**config.mk**
```make
export PLATFORM = sky130hd
export DESIGN_NAME = lsu_ctrl
export DESIGN_NICKNAME = d
export VERILOG_FILES = /design/src/rtl/npc_micro_pkg.sv /design/src/rtl/lsu_lane_align.sv /design/src/rtl/lsu_ctrl.sv
export SDC_FILE = /design/constraint.sdc
export NUM_CORES = 1
export LEC_CHECK = 0
export CAP_MARGIN = 10
export CORE_ASPECT_RATIO = 0.9
export CORE_MARGIN = 2
export CORE_UTILIZATION = 40
export CTS_CLUSTER_DIAMETER = 30
export DETAILED_ROUTE_END_ITERATION = 7
export HOLD_SLACK_MARGIN = 0.02
export PLACE_DENSITY = 0.76
export SLEW_MARGIN = 20
export SYNTH_ARGS = -nofsm -noshare
export SYNTH_HDL_FRONTEND = slang
export SYNTH_HIERARCHICAL = 1
export SYNTH_SLANG_ARGS = --single-unit
```
**constraint.sdc**
```tcl
create_clock -name clk -period 3.63 [get_ports clk]
set_input_delay 0.5445 -clock clk [delete_from_list [all_inputs] [get_ports clk]]
set_output_delay 0.5445 -clock clk [all_outputs]
set_load 0.01 [all_outputs]
```
**src/rtl/npc_micro_pkg.sv**
```systemverilog
`default_nettype none
// ============================================================================
// Module      : npc_micro_pkg
// Description : Shared micro-command definitions for the decoder and the
//               load/store unit: memory access size encoding, LSU state
//               encoding and datapath widths.
// Revision    : 1.0 - initial release
// ============================================================================
package npc_micro_pkg;

    localparam int ADDR_W = 32;
    localparam int DATA_W = 32;

    // Same encoding as the decoder's Mren/Mwen micro-command fields.
    typedef enum logic [1:0] {
        MEM_NONE = 2'b00,
        MEM_BYTE = 2'b01,
        MEM_HALF = 2'b10,
        MEM_WORD = 2'b11
    } mem_size_t;

    typedef enum logic [1:0] {
        LSU_IDLE     = 2'd0,
        LSU_REQ      = 2'd1,
        LSU_WAIT_RSP = 2'd2,
        LSU_DONE     = 2'd3
    } lsu_state_t;

endpackage
`default_nettype wire

```
**src/rtl/lsu_lane_align.sv**
```systemverilog
`default_nettype none
// ============================================================================
// Module      : lsu_lane_align
// Description : Combinational byte-lane alignment for a 32-bit data port.
//               Store side: builds the byte strobe and replicates store data
//               across lanes. Load side: extracts the addressed byte/half and
//               sign- or zero-extends it.
// Ports       : i_st_size/i_st_off/i_st_wdata -> o_st_wmask/o_st_wdata
//               i_ld_size/i_ld_off/i_ld_unsigned/i_ld_rdata -> o_ld_data
// Revision    : 1.0 - initial release
// ============================================================================
module lsu_lane_align
    import npc_micro_pkg::*;
(
    input  mem_size_t   i_st_size,
    input  logic [1:0]  i_st_off,
    input  logic [31:0] i_st_wdata,
    output logic [3:0]  o_st_wmask,
    output logic [31:0] o_st_wdata,

    input  mem_size_t   i_ld_size,
    input  logic [1:0]  i_ld_off,
    input  logic        i_ld_unsigned,
    input  logic [31:0] i_ld_rdata,
    output logic [31:0] o_ld_data
);

    logic [31:0] w_ld_shifted;

    always_comb begin
        o_st_wmask = 4'b0000;
        o_st_wdata = i_st_wdata;
        case (i_st_size)
            MEM_BYTE: begin
                o_st_wmask = 4'b0001 << i_st_off;
                o_st_wdata = {4{i_st_wdata[7:0]}};
            end
            MEM_HALF: begin
                // At offset 3 the upper strobe bit falls off the word.
                o_st_wmask = 4'b0011 << i_st_off;
                o_st_wdata = {2{i_st_wdata[15:0]}};
            end
            MEM_WORD: begin
                o_st_wmask = 4'b1111;
            end
            default: begin
                o_st_wmask = 4'b0000;
            end
        endcase
    end

    // Zero-filling right shift: a half read at offset 3 sees zero above
    // rdata[31:24].
    assign w_ld_shifted = i_ld_rdata >> {i_ld_off, 3'b000};

    always_comb begin
        o_ld_data = i_ld_rdata;
        case (i_ld_size)
            MEM_BYTE: o_ld_data = {{24{w_ld_shifted[7]  & ~i_ld_unsigned}}, w_ld_shifted[7:0]};
            MEM_HALF: o_ld_data = {{16{w_ld_shifted[15] & ~i_ld_unsigned}}, w_ld_shifted[15:0]};
            default:  o_ld_data = i_ld_rdata;
        endcase
    end

endmodule
`default_nettype wire

```
**src/rtl/lsu_ctrl.sv**
```systemverilog
`default_nettype none
// ============================================================================
// Module      : lsu_ctrl
// Description : Multi-cycle load/store controller. Accepts one memory
//               micro-op from execute (req_*), drives a valid/ready data
//               memory port (mem_*), and returns extended load data with a
//               one-cycle done pulse (done/wb_valid/wb_data/err).
//               req_ready is high only in IDLE so the core stalls while an
//               access is outstanding.
// Config      : LSU_MISALIGN_TRAP_EN - when defined, misaligned half/word
//               accesses complete with err=1 without touching memory.
// Revision    : 1.0 - initial release
// ============================================================================
module lsu_ctrl #(
    parameter int ADDR_W = npc_micro_pkg::ADDR_W,
    parameter int DATA_W = npc_micro_pkg::DATA_W
) (
    input  logic              clk,
    input  logic              rst,

    input  logic              req_valid,
    output logic              req_ready,
    input  logic [1:0]        req_mren,
    input  logic [1:0]        req_mwen,
    input  logic              req_unsigned,
    input  logic [ADDR_W-1:0] req_addr,
    input  logic [DATA_W-1:0] req_wdata,

    output logic              mem_valid,
    input  logic              mem_ready,
    output logic              mem_wen,
    output logic [ADDR_W-1:0] mem_addr,
    output logic [3:0]        mem_wmask,
    output logic [DATA_W-1:0] mem_wdata,
    input  logic              mem_rvalid,
    input  logic [DATA_W-1:0] mem_rdata,

    output logic              done,
    output logic              wb_valid,
    output logic [DATA_W-1:0] wb_data,
    output logic              err
);

    import npc_micro_pkg::*;

    lsu_state_t  r_state;
    mem_size_t   r_size;
    logic [1:0]  r_off;
    logic        r_unsigned;
    logic        r_is_store;
    logic        r_req_ready;
    logic        r_mem_valid;
    logic        r_mem_wen;
    logic [ADDR_W-1:0] r_mem_addr;
    logic [3:0]  r_mem_wmask;
    logic [DATA_W-1:0] r_mem_wdata;
    logic        r_done;
    logic        r_wb_valid;
    logic [DATA_W-1:0] r_wb_data;
    logic        r_err;

    logic        w_has_rd;
    logic        w_has_wr;
    mem_size_t   w_req_size;
    logic [3:0]  w_st_wmask;
    logic [31:0] w_st_wdata;
    logic [31:0] w_ld_data;

    assign w_has_rd   = (req_mren != 2'b00);
    assign w_has_wr   = (req_mwen != 2'b00);
    assign w_req_size = w_has_wr ? mem_size_t'(req_mwen) : mem_size_t'(req_mren);

`ifdef LSU_MISALIGN_TRAP_EN
    logic w_misalign;
    assign w_misalign = ((w_req_size == MEM_HALF) && req_addr[0]) ||
                        ((w_req_size == MEM_WORD) && (req_addr[1:0] != 2'b00));
`endif

    // Store side is fed straight from the request so the lane-shifted data
    // can be registered at accept; load side uses the captured size/offset.
    lsu_lane_align u_lane_align (
        .i_st_size     (w_req_size),
        .i_st_off      (req_addr[1:0]),
        .i_st_wdata    (req_wdata),
        .o_st_wmask    (w_st_wmask),
        .o_st_wdata    (w_st_wdata),
        .i_ld_size     (r_size),
        .i_ld_off      (r_off),
        .i_ld_unsigned (r_unsigned),
        .i_ld_rdata    (mem_rdata),
        .o_ld_data     (w_ld_data)
    );

    always_ff @(posedge clk or posedge rst) begin
        if (rst) begin
            r_state     <= LSU_IDLE;
            r_size      <= MEM_NONE;
            r_off       <= 2'b00;
            r_unsigned  <= 1'b0;
            r_is_store  <= 1'b0;
            r_req_ready <= 1'b1;
            r_mem_valid <= 1'b0;
            r_mem_wen   <= 1'b0;
            r_mem_addr  <= '0;
            r_mem_wmask <= 4'b0000;
            r_mem_wdata <= '0;
            r_done      <= 1'b0;
            r_wb_valid  <= 1'b0;
            r_wb_data   <= '0;
            r_err       <= 1'b0;
        end else begin
            case (r_state)
                LSU_IDLE: begin
                    if (req_valid) begin
                        r_size      <= w_req_size;
                        r_off       <= req_addr[1:0];
                        r_unsigned  <= req_unsigned;
                        r_is_store  <= w_has_wr;
                        r_req_ready <= 1'b0;
                        if (!w_has_rd && !w_has_wr) begin
                            r_state <= LSU_DONE;
                            r_done  <= 1'b1;
                        end else if (w_has_rd && w_has_wr) begin
                            r_state <= LSU_DONE;
                            r_done  <= 1'b1;
                            r_err   <= 1'b1;
`ifdef LSU_MISALIGN_TRAP_EN
                        end else if (w_misalign) begin
                            r_state <= LSU_DONE;
                            r_done  <= 1'b1;
                            r_err   <= 1'b1;
`endif
                        end else begin
                            r_state     <= LSU_REQ;
                            r_mem_valid <= 1'b1;
                            r_mem_wen   <= w_has_wr;
                            r_mem_addr  <= {req_addr[ADDR_W-1:2], 2'b00};
                            r_mem_wmask <= w_has_wr ? w_st_wmask : 4'b0000;
                            r_mem_wdata <= w_st_wdata;
                        end
                    end
                end
                LSU_REQ: begin
                    if (mem_ready) begin
                        r_mem_valid <= 1'b0;
                        if (r_is_store) begin
                            r_state <= LSU_DONE;
                            r_done  <= 1'b1;
                        end else begin
                            r_state <= LSU_WAIT_RSP;
                        end
                    end
                end
                LSU_WAIT_RSP: begin
                    if (mem_rvalid) begin
                        r_state    <= LSU_DONE;
                        r_done     <= 1'b1;
                        r_wb_valid <= 1'b1;
                        r_wb_data  <= w_ld_data;
                    end
                end
                LSU_DONE: begin
                    // wb_data deliberately held until the next load completes.
                    r_state     <= LSU_IDLE;
                    r_done      <= 1'b0;
                    r_wb_valid  <= 1'b0;
                    r_err       <= 1'b0;
                    r_req_ready <= 1'b1;
                end
                default: begin
                    r_state     <= LSU_IDLE;
                    r_req_ready <= 1'b1;
                end
            endcase
        end
    end

    assign req_ready = r_req_ready;
    assign mem_valid = r_mem_valid;
    assign mem_wen   = r_mem_wen;
    assign mem_addr  = r_mem_addr;
    assign mem_wmask = r_mem_wmask;
    assign mem_wdata = r_mem_wdata;
    assign done      = r_done;
    assign wb_valid  = r_wb_valid;
    assign wb_data   = r_wb_data;
    assign err       = r_err;

endmodule
`default_nettype wire
```
[After elaboration in Yosys (flattened, before gate mapping)]
Cells that the tools add are included.
Storage, ports and cells
  bits in writable memories: 0
  output and inout bits: 106
  bits in latches: 0
  memories kept: 0
  register bits after elaboration: 112
  ROM bits: 0
Cells by class
  eq/ne operators: 16
  add/subtract/negate cells: 0
  magnitude comparators: 0
  $mul: 0
  bitwise gates (word level): 5
  divide/modulo/power cells: 0
  mux-type cells: 30
  shift operators: 3
  reduce and logical (&&, ||, !) cells: 19
Operators by type and width (count)
  one-hot mux 32 bit (2 select lines): 2
  >> shifter 32 x 5 -> 16 bit: 1
  two-way mux 1 bit: 14
  != test 2 bit, second input constant: 7
  two-way mux 2 bit: 6
  one-hot mux 4 bit (3 select lines): 1
  equality test 2 bit, second input constant: 5
  AND reduction 5 bit: 2
  nonzero test 2 bit: 5
  one-hot mux 1 bit (2 select lines): 4
  one-hot mux 2 bit (4 select lines): 1
  AND reduction 2 bit: 4
  AND reduction 4 bit: 2
  equality test 2 x 1 -> 1 bit, second input constant: 3
  two-way mux 4 bit: 1
  one-hot mux 1 bit (4 select lines): 1
  left shift 1 x 2 -> 4 bit, first input constant: 1
  left shift 2 x 2 -> 4 bit, first input constant: 1
  != test 3 bit, second input constant: 1
  inverter 1 bit: 3
  AND reduction 3 bit: 1
  bitwise AND 1 bit: 2
  logical AND 1 bit: 2
  logical NOT 1 bit: 2
  logical NOT 2 bit: 1

[Longest topological paths before layout]
  word-level depth: 6
  depth in mapped cells: 11
  gate-level depth less buffers: 10

[Cells and area by module]
Netlist, hierarchy kept.
Modules (own cells, without submodules)
  lsu_ctrl: area each 4384.2 µm², instances 1, cells an instance 292
  lsu_lane_align: area each 1382.6 µm², instances 1, cells an instance 234

[Worst setup path after synthesis]
OpenSTA, ideal clock, no wires.
  kind: input -> register
  start point: input port req_mren[1]
  end point: register r_mem_wdata[10] (netlist: mem_wdata[10])
  buffers on the path: 2
  required time: 3505 ps
  data arrival time: 2200 ps
  path slack: 1305 ps
  stages: 9
  cell sequence: inv_1 -> o21ai_0 -> inv_1 -> ha_1 -> clkbuf_1 -> and2_1 -> clkbuf_1 -> a22o_1 -> mux2_2
RTL lines
  start, declared: line lsu_ctrl.sv:23  | input logic [1:0] req_mren,
  two-way mux 2 bit (*): line lsu_ctrl.sv:71  | assign w_req_size = w_has_wr ? mem_size_t'(req_mwen) : mem_size_t'(req_mren);
  named net w_req_size[1]: line lsu_ctrl.sv:64  | mem_size_t w_req_size;
  equality test 2 bit / equality test 2 x 1 -> 1 bit (equally long branches): line lsu_lane_align.sv:33  | case (i_st_size)
  one-hot mux 32 bit (2 select lines) (*): line lsu_lane_align.sv:33
  named net w_st_wdata[10]: line lsu_ctrl.sv:66  | logic [31:0] w_st_wdata;
  end signal, assigned: line lsu_ctrl.sv:139  | r_mem_wdata <= w_st_wdata;
  end, declared: line lsu_ctrl.sv:56  | logic [DATA_W-1:0] r_mem_wdata;
Mark *: on every way through the listed nets, which the timed path passes. The rest lies on a longest branch.
A chain may end at the register's enable or synchronous reset.

[Final worst setup path]
  start point: input port req_mren[1]
  end point: register r_mem_wdata[16] (netlist: mem_wdata[16])
The elaborated chain is that of the path after synthesis.

==> metrics <==
status completed; dpl ws 0.488 ns; EDFF count, synth 0; Peak VDD IR between 0.5 and 0.6 mV; slowest cell on the critical path o21ai_0; endpoints failing setup 0; Period minus WS final 2.84 ns; critical-path cell list clkdlybuf4s50_1, inv_1, o21ai_0, inv_1, ha_1, nor2_1, o22ai_1, mux2_2; Routed Antenna Nets 0; Worst slew margin between 20 and 30%; setup bufs post-CTS 0; Ant. Diodes 0; CTS sink count 112; vias in the first global route roughly 4800; layout overhead on the synthesized area 43.1%; Synth Cell Area 5770 µm²; WS Path Type input port to flop; Reg-to-Reg Start r_off[1]; Synth top area share 48.2%; min-delay src mem_wmask[2]; Leak roughly 3.7 nW; CP Data Arrival Time 3.08 ns; max-cap violations 0; share of flip-flops with an asynchronous set or reset 100%; Mapped Avg Cell Area 11.0 µm²; RSZ-0062 raised after global routing no; total power roughly 6.7 mW; vias post-DR 4629; core area 14100 µm²; WP data required 3.87 ns; pin count of the biggest net entering global routing 63; Largest delay share family, worst path compound AO/OA/AOI/OAI gates; Critical Path Start Type input port; finished layout cell area between 8000 and 9000 µm²; actual slew at the worst max-slew pin between 1 and 1.5 ns; flop-to-flop setup slack 1.06 ns; CTS Buf Count 9; IO Count 212; Top cell by count, worst path inv_1; CP Buf/Inv Count 3; DRT Wirelength approximately 16 mm; global-route wire length before repair 25.3 mm; CP Capture Type flop; most frequent cell after synthesis dfrtp_1; Ys Warns 6; Die Area around 15000 µm²; Slew Limit Fails 0; DRC violations left 0; GRT overflow 0; clock latency at the later pin of the worst-skew pair 0.35 ns; gr usage total a little over a fifth; post-CTS sizing 0; fraction of layout cells with a size suffix above 1 18.3%; largest area contributor in the netlist dfrtp_1; initial antenna violation count 0; Final WS setup 0.789 ns; Max H-tree Level 3; Vias/cell just over 5; Wirelength per Cell 17.3 µm; placed cell areas around 7900 µm²; PwrDens 814 nW/µm²; die width 131 µm; Fin. Hold Viols 0; register area share after synthesis 48.6%; Gate Count Post-Synth 526; Die Ht 118 µm; CTS tree yes; Hold Crit Endpoint mem_wmask[2]; Worst Skew approximately 0.009 ns; reg2reg path depth 5; FF+latch count, synth 112; DR iter-0 viols 235; DRT Pass-1 Iters 5; Tcrit/Tclk final 78.3%; GP Congestion 0.849; Final TNS setup 0 ns; f_max 352 MHz; Starting Density 41.0%; worst-path fanout max 10; DP HPWL 11.9 mm; Synth top cells by count dfrtp_1 (111), mux2_2 (100), nand2_1 (65), nor2_1 (27), inv_1 (25); CP max stage delay approximately 0.56 ns; Synth Flop Type dfrtp_1; Nets 827; Area contributors post-synth dfrtp_1 (48%), mux2_2 (20%), nand2_1 (4.2%); input/output buffers roughly 210; maximum clock path buffer count 2; clock root cell clkbuf_16; Reg clk slew, reported paths 0.07 ns; Yosys cell types between 40 and 50; placed cell count 892; hold path depth 2; FF-to-FF End wb_data[28]; worst hold-check path type flop to flop; post-route non-filler standard cell count 908; hold buffer count at CTS 0; Cell Rows 41
-- metal layers --
layer  part of all wire [%]  track usage, %  vias up
met3                    6.0            4.82       28
met5                      0               0        -
met2                     47            33.0      170
met4                    2.4            7.18        0
li1                       -               -     2186
met1                     44            28.3     2245
-- stage by stage --
stage	hold WS, ns	utilization (%)
floorplan	0.488	-
global placement	0.472	56.5
detailed placement	0.481	56.5
CTS	0.503	58.7
global route	0.514	58.7
finish	0.494	58.7
-- sequential cells by signal (all words and copies together), names as in the netlist --
signal / count
mem_wmask: 4
mem_wdata: 32
r_unsigned: 1
done: 1
wb_valid: 1
mem_wen: 1
mem_addr: 30
r_off: 2
wb_data: 32
mem_valid: 1
err: 1
r_is_store: 1
r_state: 2
r_size: 2
req_ready: 1
-- cells by family (layout without fill, tap and decap cells) --
group                    after synthesis  after routing  share of synthesized area [%]
AO/OA/AOI/OAI                         92             92                           11.1
flip-flops                           112            112                           48.6
AND/OR/NAND/NOR                      127            127                           9.87
multiplexers                         113            113                           22.0
adder cells (fa/ha/maj)               11             11                           2.39
other                                  1              2                         0.0650
buffers and inverters                 70            258                           5.97
-- worst max-delay path by stage --
stage                         end  slack [ns]  cells after the start        start
global route        mem_wdata[18]        0.58                      8  req_mren[1]
CTS                 mem_wdata[16]        0.87                      8  req_mren[1]
floorplan                    done        0.13                      1          rst
detailed placement  mem_wdata[16]        0.49                      8  req_mren[1]
finish              mem_wdata[16]        0.79                      8  req_mren[1]
global placement    mem_wdata[20]        0.59                      8  req_mren[1]
-- worst reg2reg max path, stage by stage (launching register included) --
cell and delay, ns:
dfrtp_1 1.04, mux2i_4 0.42, o22ai_1 0.17, o21ai_4 0.43, nand2_1 0.13, mux2_2 0.28
-- report_power, final --
group	total, mW	internal [mW]	switching (mW)
Combinational	3.42	1.95	1.47
Sequential	2.28	1.85	0.430
Clock	1.02	0.547	0.474
Total	6.72	4.34	2.38
-- cell type report --
cell class,count,area (µm²)
clock inverters,6,76.3
well taps,193,241
inverters,27,104
multi-input cells,345,2640
fillers,1198,5800
repair buffers,215,2160
clock buffers,10,229
flip-flops and latches,112,2800
-- cells in the final DEF (no fill, tap or decap), types with 4 or more instances in the layout --
| cell | synthesis | routed |
|---|---|---|
| a22oi_1 | 9 | 9 |
| a31oi_1 | 4 | 4 |
| a211o_1 | 7 | 7 |
| clkbuf_16 | 0 | 9 |
| mux2i_1 | 11 | 11 |
| inv_1 | 25 | 24 |
| mux2_2 | 100 | 100 |
| ha_1 | 11 | 11 |
| a21oi_1 | 18 | 18 |
| and2_1 | 8 | 8 |
| a32o_1 | 8 | 8 |
| o22ai_1 | 9 | 9 |
| clkdlybuf4s50_1 | 0 | 209 |
| a22o_1 | 10 | 10 |
| buf_4 | 11 | 4 |
| nor2b_1 | 15 | 15 |
| nand2_1 | 65 | 65 |
| nor2_1 | 27 | 27 |
| dfrtp_1 | 111 | 111 |
| o21ai_0 | 18 | 18 |
(Power assumes the default switching activity.)
